File: src/rtl/instr_sequencer_pkg.sv
// instr_sequencer_pkg: opcodes, sequencer state type and default idle word shared by the sequencer files.
package instr_sequencer_pkg;
    localparam logic [1:0] OP_IN  = 2'b00;
    localparam logic [1:0] OP_ADD = 2'b01;
    localparam logic [1:0] OP_MOV = 2'b10;
    localparam logic [1:0] OP_OUT = 2'b11;
    localparam logic [7:0] NOP_WORD_DEF = 8'h80;
    typedef enum logic [1:0] {IDLE = 2'd0, RUN = 2'd1, DONE = 2'd2} state_t;
    function automatic logic [1:0] opcode(input logic [7:0] w);
        return w[7:6];
    endfunction
endpackage

File: src/rtl/instr_sequencer_if.sv
// instr_sequencer_if: host/processor-facing signals of the sequencer; slave is the sequencer side.
interface instr_sequencer_if;
    logic       load_valid, load_ready, prog_clr, start;
    logic [7:0] load_data, instr, proc_in, proc_out, res_data;
    logic       res_valid, res_ready, busy, done, err;
    modport master (
        output load_valid, load_data, prog_clr, start, proc_out, res_ready,
        input  load_ready, instr, proc_in, res_valid, res_data, busy, done, err
    );
    modport slave (
        input  load_valid, load_data, prog_clr, start, proc_out, res_ready,
        output load_ready, instr, proc_in, res_valid, res_data, busy, done, err
    );
endinterface

File: src/rtl/instr_sequencer_result_fifo.sv
// result_fifo: 4-entry result queue, built only when RESULT_FIFO_EN is defined.
`ifdef RESULT_FIFO_EN
module result_fifo (
    input  logic       clk,
    input  logic       rst,
    input  logic       push,
    input  logic [7:0] push_data,
    input  logic       pop,
    output logic       full,
    output logic       valid,
    output logic [7:0] data
);
    logic [7:0] mem_q [4];
    logic [1:0] wr_q, wr_d, rd_q, rd_d;
    logic [2:0] cnt_q, cnt_d;
    logic       pop_ok, push_ok;
    assign full    = cnt_q == 3'd4;
    assign valid   = cnt_q != 3'd0;
    assign data    = valid ? mem_q[rd_q] : 8'h00;
    assign pop_ok  = pop && valid;
    // a pop frees the head slot in the same edge, so a full queue may still accept
    assign push_ok = push && (!full || pop_ok);
    always_comb begin
        wr_d  = wr_q + 2'(push_ok);
        rd_d  = rd_q + 2'(pop_ok);
        cnt_d = cnt_q + 3'(push_ok) - 3'(pop_ok);
    end
    always_ff @(posedge clk) begin
        if (rst) begin
            wr_q  <= '0;
            rd_q  <= '0;
            cnt_q <= '0;
        end else begin
            wr_q  <= wr_d;
            rd_q  <= rd_d;
            cnt_q <= cnt_d;
        end
    end
    always_ff @(posedge clk) begin
        if (push_ok) mem_q[wr_q] <= push_data;
    end
endmodule
`endif

File: src/rtl/instr_sequencer.sv
// instr_sequencer: loads a byte program and replays it to a processor, capturing OUT results.
// Define RESULT_FIFO_EN for a 4-entry result FIFO with back-pressure; otherwise a single result register.
module instr_sequencer
    import instr_sequencer_pkg::*;
#(
    parameter int         PROG_DEPTH = 16,
    parameter logic [7:0] NOP_WORD   = NOP_WORD_DEF
) (
    input logic clk,
    input logic rst,
    instr_sequencer_if.slave bus
);
    localparam int AW = $clog2(PROG_DEPTH);
    typedef logic [AW:0] cnt_t;
    state_t     state_q, state_d;
    cnt_t       len_q, len_d, pc_q, pc_d;
    logic       err_q, err_d;
    logic [7:0] mem_q [PROG_DEPTH];
    logic [AW-1:0] pc_nx;
    logic [7:0] rd_a, rd_b;
    logic       run, active, is_in, trunc, stall, issue_out, load_fire;
    assign pc_nx = pc_q[AW-1:0] + AW'(1);
    assign rd_a  = mem_q[pc_q[AW-1:0]];
    assign rd_b  = mem_q[pc_nx];
    assign run   = state_q == RUN && !rst;
    assign is_in = opcode(rd_a) == OP_IN;
    // an IN in the last slot has no operand word to hand over
    assign trunc = is_in && pc_q == len_q - cnt_t'(1);
`ifdef RESULT_FIFO_EN
    logic fifo_full;
    assign stall = run && opcode(rd_a) == OP_OUT && fifo_full && !bus.res_ready;
`else
    assign stall = 1'b0;
`endif
    assign active    = run && !stall;
    assign issue_out = active && opcode(rd_a) == OP_OUT;
    assign bus.instr   = active ? rd_a : NOP_WORD;
    assign bus.proc_in = active && is_in && !trunc ? rd_b : 8'h00;
    assign bus.load_ready = state_q == IDLE && len_q < cnt_t'(PROG_DEPTH) && !bus.start && !bus.prog_clr;
    assign load_fire = bus.load_valid && bus.load_ready;
    assign bus.busy = state_q == RUN;
    assign bus.done = state_q == DONE;
    assign bus.err  = err_q;
    always_comb begin
        state_d = state_q;
        len_d   = len_q;
        pc_d    = pc_q;
        err_d   = err_q;
        if (state_q == RUN) begin
            if (!stall) begin
                pc_d    = pc_q + (is_in && !trunc ? cnt_t'(2) : cnt_t'(1));
                err_d   = err_q | trunc;
                state_d = pc_d >= len_q ? DONE : RUN;
            end
        end else if (bus.prog_clr) begin
            len_d   = '0;
            state_d = IDLE;
        end else if (bus.start && len_q != '0) begin
            state_d = RUN;
            pc_d    = '0;
            err_d   = 1'b0;
        end else if (load_fire) begin
            len_d = len_q + cnt_t'(1);
        end
    end
    always_ff @(posedge clk) begin
        if (rst) begin
            state_q <= IDLE;
            len_q   <= '0;
            pc_q    <= '0;
            err_q   <= 1'b0;
        end else begin
            state_q <= state_d;
            len_q   <= len_d;
            pc_q    <= pc_d;
            err_q   <= err_d;
        end
    end
    // program memory is not reset; len=0 makes stale words unreachable
    always_ff @(posedge clk) begin
        if (load_fire) mem_q[len_q[AW-1:0]] <= bus.load_data;
    end
`ifdef RESULT_FIFO_EN
    result_fifo u_result_fifo (
        .clk       (clk),
        .rst       (rst),
        .push      (issue_out),
        .push_data (bus.proc_out),
        .pop       (bus.res_valid && bus.res_ready),
        .full      (fifo_full),
        .valid     (bus.res_valid),
        .data      (bus.res_data)
    );
`else
    logic       res_valid_q, res_valid_d;
    logic [7:0] res_data_q, res_data_d;
    always_comb begin
        res_valid_d = issue_out;
        res_data_d  = issue_out ? bus.proc_out : res_data_q;
    end
    always_ff @(posedge clk) begin
        if (rst) begin
            res_valid_q <= 1'b0;
            res_data_q  <= 8'h00;
        end else begin
            res_valid_q <= res_valid_d;
            res_data_q  <= res_data_d;
        end
    end
    assign bus.res_valid = res_valid_q;
    assign bus.res_data  = res_data_q;
`endif
endmodule
File: src/flat_wrapper.sv
// flat-port wrapper written by rule: the top's interface ports become plain ports
module instr_sequencer_flat import instr_sequencer_pkg::*;
#(
    parameter int         PROG_DEPTH = 16,
    parameter logic [7:0] NOP_WORD   = NOP_WORD_DEF
)
  (clk, rst, bus_load_valid, bus_load_data, bus_prog_clr, bus_start, bus_proc_out, bus_res_ready, bus_load_ready, bus_instr, bus_proc_in, bus_res_valid, bus_res_data, bus_busy, bus_done, bus_err);
  instr_sequencer_if bus_i ();
  input logic clk;
  input logic rst;
  input wire logic [$bits(bus_i.load_valid)-1:0] bus_load_valid;
  input wire logic [$bits(bus_i.load_data)-1:0] bus_load_data;
  input wire logic [$bits(bus_i.prog_clr)-1:0] bus_prog_clr;
  input wire logic [$bits(bus_i.start)-1:0] bus_start;
  input wire logic [$bits(bus_i.proc_out)-1:0] bus_proc_out;
  input wire logic [$bits(bus_i.res_ready)-1:0] bus_res_ready;
  output wire logic [$bits(bus_i.load_ready)-1:0] bus_load_ready;
  output wire logic [$bits(bus_i.instr)-1:0] bus_instr;
  output wire logic [$bits(bus_i.proc_in)-1:0] bus_proc_in;
  output wire logic [$bits(bus_i.res_valid)-1:0] bus_res_valid;
  output wire logic [$bits(bus_i.res_data)-1:0] bus_res_data;
  output wire logic [$bits(bus_i.busy)-1:0] bus_busy;
  output wire logic [$bits(bus_i.done)-1:0] bus_done;
  output wire logic [$bits(bus_i.err)-1:0] bus_err;
  assign bus_i.load_valid = bus_load_valid;
  assign bus_i.load_data = bus_load_data;
  assign bus_i.prog_clr = bus_prog_clr;
  assign bus_i.start = bus_start;
  assign bus_i.proc_out = bus_proc_out;
  assign bus_i.res_ready = bus_res_ready;
  assign bus_load_ready = bus_i.load_ready;
  assign bus_instr = bus_i.instr;
  assign bus_proc_in = bus_i.proc_in;
  assign bus_res_valid = bus_i.res_valid;
  assign bus_res_data = bus_i.res_data;
  assign bus_busy = bus_i.busy;
  assign bus_done = bus_i.done;
  assign bus_err = bus_i.err;
  instr_sequencer #(.PROG_DEPTH(PROG_DEPTH), .NOP_WORD(NOP_WORD)) u_core (.clk(clk), .rst(rst), .bus(bus_i));
endmodule
File: config.mk
export PLATFORM = sky130hd
export DESIGN_NAME = instr_sequencer_flat
export DESIGN_NICKNAME = d
export VERILOG_FILES = /design/src/rtl/instr_sequencer_pkg.sv /design/src/rtl/instr_sequencer_if.sv /design/src/rtl/instr_sequencer_result_fifo.sv /design/src/rtl/instr_sequencer.sv /design/src/flat_wrapper.sv
export SDC_FILE = /design/constraint.sdc
export NUM_CORES = 1
export LEC_CHECK = 0
export BUFFER_PORTS_ARGS = -buffer_cell sky130_fd_sc_hd__buf_2
export CAP_MARGIN = 20
export CORE_ASPECT_RATIO = 0.5
export CORE_MARGIN = 2
export CORE_UTILIZATION = 65
export CTS_BUF_LIST = sky130_fd_sc_hd__clkbuf_8
export DETAILED_ROUTE_END_ITERATION = 10
export PLACE_DENSITY = 0.83
export REMOVE_ABC_BUFFERS = 1
export SETUP_SLACK_MARGIN = 0.05
export SYNTH_ARGS = -nofsm -noshare
export SYNTH_HDL_FRONTEND = slang
export SYNTH_SLANG_ARGS = --single-unit
File: constraint.sdc
create_clock -name clk -period 9.2 [get_ports clk]
set_input_delay 1.38 -clock clk [delete_from_list [all_inputs] [get_ports clk]]
set_output_delay 1.38 -clock clk [all_outputs]
set_load 0.02 [all_outputs]
Yosys cells after proc, flatten, opt, wreduce, memory -nomap -nowiden
Memories as Yosys holds them, arrays and structs flattened. A register that Yosys moved wholly into a read port is not among the register bits.
Index checks and enable logic that the tools add are counted.
Word-level totals
  flip-flop bits (word level): 22
  bits in latches: 0
  bits in writable memories: 128
  bits in read-only memories: 0
  input port bits: 22
  word-level logic and storage cells: 64
  memories: 1
Cells by class
  add/sub/neg operators: 4
  multiply operators: 0
  divide/modulo/power cells: 0
  magnitude comparators: 2
  equality and inequality tests: 6
  shift operators: 0
  mux-type cells: 20
  bitwise logic cells: 2
  reduce and logical (&&, ||, !) cells: 23
Memories
  u_core.mem_q: depth 16, width 8, read ports 2, clocked after memory_dff 1, write ports 1, RTL line instr_sequencer.sv:18  | logic [7:0] mem_q [PROG_DEPTH];
Operators with widths (number)
  5-bit two-way mux: 6
  8-bit two-way mux: 2
  1-bit logical AND: 11
  2-bit two-way mux: 5
  4-bit two-way mux: 2
  5-bit by 1-bit adder with 5-bit output (second input constant): 1
  5-bit adder: 1
  5-bit == test: 1
  5-bit greater-or-equal comparator: 1
  5-bit < comparator (second input constant): 1
  1-bit two-way mux: 5
  5-bit nonzero test: 1
  5-bit by 1-bit subtractor with 5-bit output (second input constant): 1
  4-bit by 1-bit adder with 4-bit output (second input constant): 1
  2-bit == test (second input constant): 2
  1-bit zero test: 4
  2-bit zero test: 2
  2-bit nonzero test: 2
  3-bit AND reduction: 1
  3-bit nonzero test: 1
  2-bit by 1-bit == test with 1-bit output (second input constant): 1
  2-bit by 1-bit inequality test with 1-bit output (second input constant): 1
  2-bit inequality test (second input constant): 1
  2-bit AND reduction: 1
  2 further kinds: 2

Longest topological paths before layout
  word-level depth: 10
  mapped depth: 17
  mapped depth without buffers: 17

Worst setup path after synthesis
OpenSTA, ideal clock, no wires.
  path type: input -> output
  start point: input port rst
  end point: output port bus_proc_in[0]
  arrival: 2.667 ns
  slack: 5.153 ns
  stages: 5
  buffers on the path: 1
  cells stage by stage: buf_1 -> nand2b_1 -> or2_4 -> nor3b_4 -> and3_1
On the way
  word-level cells in the longest chain between the ends: 5
RTL lines
  start, declared: RTL line flat_wrapper.sv:10  | input logic rst;
  1-bit zero test: RTL line instr_sequencer.sv:25  | assign run = state_q == RUN && !rst;
  1-bit logical AND: RTL line instr_sequencer.sv:25
  1-bit logical AND (2 in a row): RTL line instr_sequencer.sv:38  | assign bus.proc_in = active && is_in && !trunc ? rd_b : 8'h00;
  8-bit two-way mux: RTL line instr_sequencer.sv:38
  end, declared: RTL line flat_wrapper.sv:19  | output wire logic [$bits(bus_i.proc_in)-1:0] bus_proc_in;
No other way between the ends.

==> results.sh <==
export IMPL_status="complete, no violations"
export IMPL_drt_wirelength_per_cell_microns=24.9
export IMPL_globalRouteTotalUtil_pct=29.6
export IMPL_cap_violations=0
export IMPL_reg2reg_slack_ns=5.04
export IMPL_synthFlopType="edfxtp_1"
export IMPL_clock_latency_ns=0.46
export IMPL_drc_errors=0
export IMPL_area_delta_synth_final_pct=10.1
export IMPL_crit_path_frequent_cell="mux4_2"
export IMPL_rsz0062_at_grt="no"
export IMPL_initial_core_util_pct=67.0
export IMPL_die_y_microns=79.5
export IMPL_postPlaceCellArea_sq_um=7770
export IMPL_seq_area_sq_um=4370
export IMPL_skew_ns=0.0141
export IMPL_arrival_ns=3.66
export IMPL_dp_hpwl_microns=10600
export IMPL_tightest_slew_ns=1.15
export IMPL_leakage_nw=2.81
export IMPL_layout_commonest_cell="edfxtp_1"
export IMPL_antenna_found_initial=0
export IMPL_drt_iter0_markers=546
export IMPL_crit_path_max_incr_delay_ns=0.59
export IMPL_min_delay_start="u_core.bus.res_data[5]"
export IMPL_cts_buffers=17
export IMPL_fillers=649
export IMPL_tns_ns=0
export IMPL_cts_resized=0
export IMPL_clock_sinks=154
export IMPL_grt_overflow=0
export IMPL_clockBufferDepth=2
export IMPL_synth_seq_cells=154
export IMPL_fin_area_sq_um=8150
export IMPL_synth_cell_types=40
export IMPL_cts_tree="done"
export IMPL_ff2ff_path_depth=15
export IMPL_antenna_cells=0
export IMPL_vdd_drop_max_v=0.000127
export IMPL_whs_path_depth=2
export IMPL_min_to="u_core.bus.res_data[5]"
export IMPL_timing_rr_start="u_core.len_q[0]"
export IMPL_synth_area_sq_um=7400
export IMPL_slew_viol_final=0
export IMPL_io_buffers=49
export IMPL_synth_top_area_share_pct=51.9
export IMPL_reg2reg_to="u_core.state_q[1]"
export IMPL_synth_warnings=0
export IMPL_finalSetupViolCount=0
export IMPL_wl_microns=16700
export IMPL_critPathMaxFanout=33
export IMPL_antenna_left=0
export IMPL_maxSlewHeadroom_pct=22.9
export IMPL_synth_area_leaders="edfxtp_1, mux4_2, dfxtp_1"
export IMPL_drive_gt1_share_pct=30.9
export IMPL_ys_seq_area_share_pct=58.9
export IMPL_clock_fmax_ghz=0.199
export IMPL_cts_setup_buffers=0
export IMPL_clk_pin_slew_worst_paths_ns=0.09
export IMPL_critical_path_class="flop to output pin"
export IMPL_ctsHoldBuffers=0
export IMPL_cp_start_kind="flop"
export IMPL_core_sq_um=11000
export IMPL_period_share_pct=54.8
export IMPL_nets=551
export IMPL_yosys_area_top_type="edfxtp_1"
export IMPL_async_flop_share_pct=0
export IMPL_die_width_microns=155
export IMPL_synth_edf_count=128
export IMPL_cts_root_buf="clkbuf_8"
export IMPL_grt_pass1_wl_microns=25700
export IMPL_synth_area_per_cell_sq_um=15.9
export IMPL_gp_congestion=0.820
export IMPL_grt_max_degree=37
export IMPL_ios=51
export IMPL_dieArea_sq_um=12300
export IMPL_timing_critical_path_slowest_stage_cell="mux4_2"
export IMPL_critPathRequiredTime_ns=7.82
export IMPL_hold_viol=0
export IMPL_vias=4520
export IMPL_grt_pass1_vias=4588
export IMPL_p_per_area_nw_per_um2=161
export IMPL_rows=27
export IMPL_via_per_inst=6.72
export IMPL_place_ws_ns=4.39
export IMPL_crit_path_cell_trace="buf_4, mux4_2, mux4_2, or2_4, nor3b_4, and3_1, buf_2"
export IMPL_min_period_ns=5.04
export IMPL_fin_ws_ns=4.16
export IMPL_layout_common_cells="edfxtp_1, mux4_2, buf_2"
export IMPL_end_kind="output pin"
export IMPL_htree_levels=4
export IMPL_multi_input_area_sq_um=2900
export IMPL_hold_path_class="flop to flop"
export IMPL_first_pass_iters=5
export IMPL_syn_inst=467
worst max path at each step:
stage	startpoint	end	slack (ns)
2_1_floorplan	u_core.pc_q[0]	bus_proc_in[0]	4.35
3_3_place_gp	rst	bus_proc_in[4]	4.42
3_5_place_dp	rst	bus_proc_in[2]	4.39
4_1_cts	flop	bus_proc_in[2]	4.14
5_1_grt	flop	bus_proc_in[2]	4.04
6_report	flop	bus_proc_in[2]	4.16
cell usage after synthesis, types with 2 or more instances:
library cell  instances
and3_1                8
nor2b_1              11
dfxtp_1              26
mux2i_1              32
nand4_1               3
xor2_1                3
nor2_1               35
nand2_1              37
mux4_2               67
o21ai_0               5
ha_1                 13
xnor2_1              11
inv_1                 8
edfxtp_1            128
buf_2                 6
and2_1                4
a22oi_1               2
nand2b_1              5
nand3_1              11
clkbuf_1             14
buf_1                 5
o21ai_1               2
a21o_1                3
nor3_1                2
a21oi_1              11
cell families (layout without fill, tap and decap cells):
| logic type | count (synthesis) | in the layout | synth area share, % |
|---|---|---|---|
| compound gates | 28 | 28 | 2.26 |
| buf+inv | 36 | 97 | 2.08 |
| mux | 99 | 99 | 24.7 |
| xor+xnor | 14 | 14 | 1.66 |
| simple gates | 122 | 122 | 7.89 |
| fa+ha+maj | 14 | 14 | 2.47 |
| flops | 154 | 154 | 58.9 |
metrics by stage:
stage | power (mW) | util, % | hold WS, ns | cells
2_1_floorplan | 0.830 | - | 0.468 | 440
4_1_cts | 1.32 | 73.7 | 0.504 | 672
3_5_place_dp | 0.856 | 70.4 | 0.480 | 640
5_1_grt | 1.35 | 73.8 | 0.535 | 673
3_3_place_gp | 0.853 | 70.4 | 0.468 | 640
6_report | 1.32 | 73.8 | 0.499 | 673
area by class of cell:
type	instances	area share, %
repair buffers	56	3.70
well taps	145	2.23
flip-flops and latches	154	53.6
multi-input cells	277	35.6
inverters	9	0.414
clock buffers	17	2.87
clock inverters	15	1.63
critical path, delay by kind of cell, from the launching register on:
| family | cells | cell delay (ns) |
|---|---|---|
| buffers and inverters | 2 | 0.65 |
| and+or+nand+nor | 3 | 1.06 |
| DFF | 1 | 0.32 |
| muxes | 2 | 1.13 |
power by group:
part           internal, mW  switching [mW]  total (mW)
combinational        0.0377          0.0431      0.0808
clock                 0.196           0.280       0.476
sequential            0.756         0.00300       0.759
per-layer routing:
metal  vias up  part of all wire (%)  GRT usage, %
met4         0                   1.5          9.17
li1       1924                     -             -
met2       338                    48          47.1
met5         -                     0             0
met1      2229                    37          40.3
met3        29                    13          8.79
sequential cells by signal (all words and copies together), names as in the netlist, named ones only:
register	cells
u_core.mem_q	128
u_core.len_q	5
u_core.state_q	2
u_core.pc_q	5
u_core.bus.err	1
u_core.bus.res_data	8
u_core.bus.res_valid	1
Power figures use the tool's default switching activity.
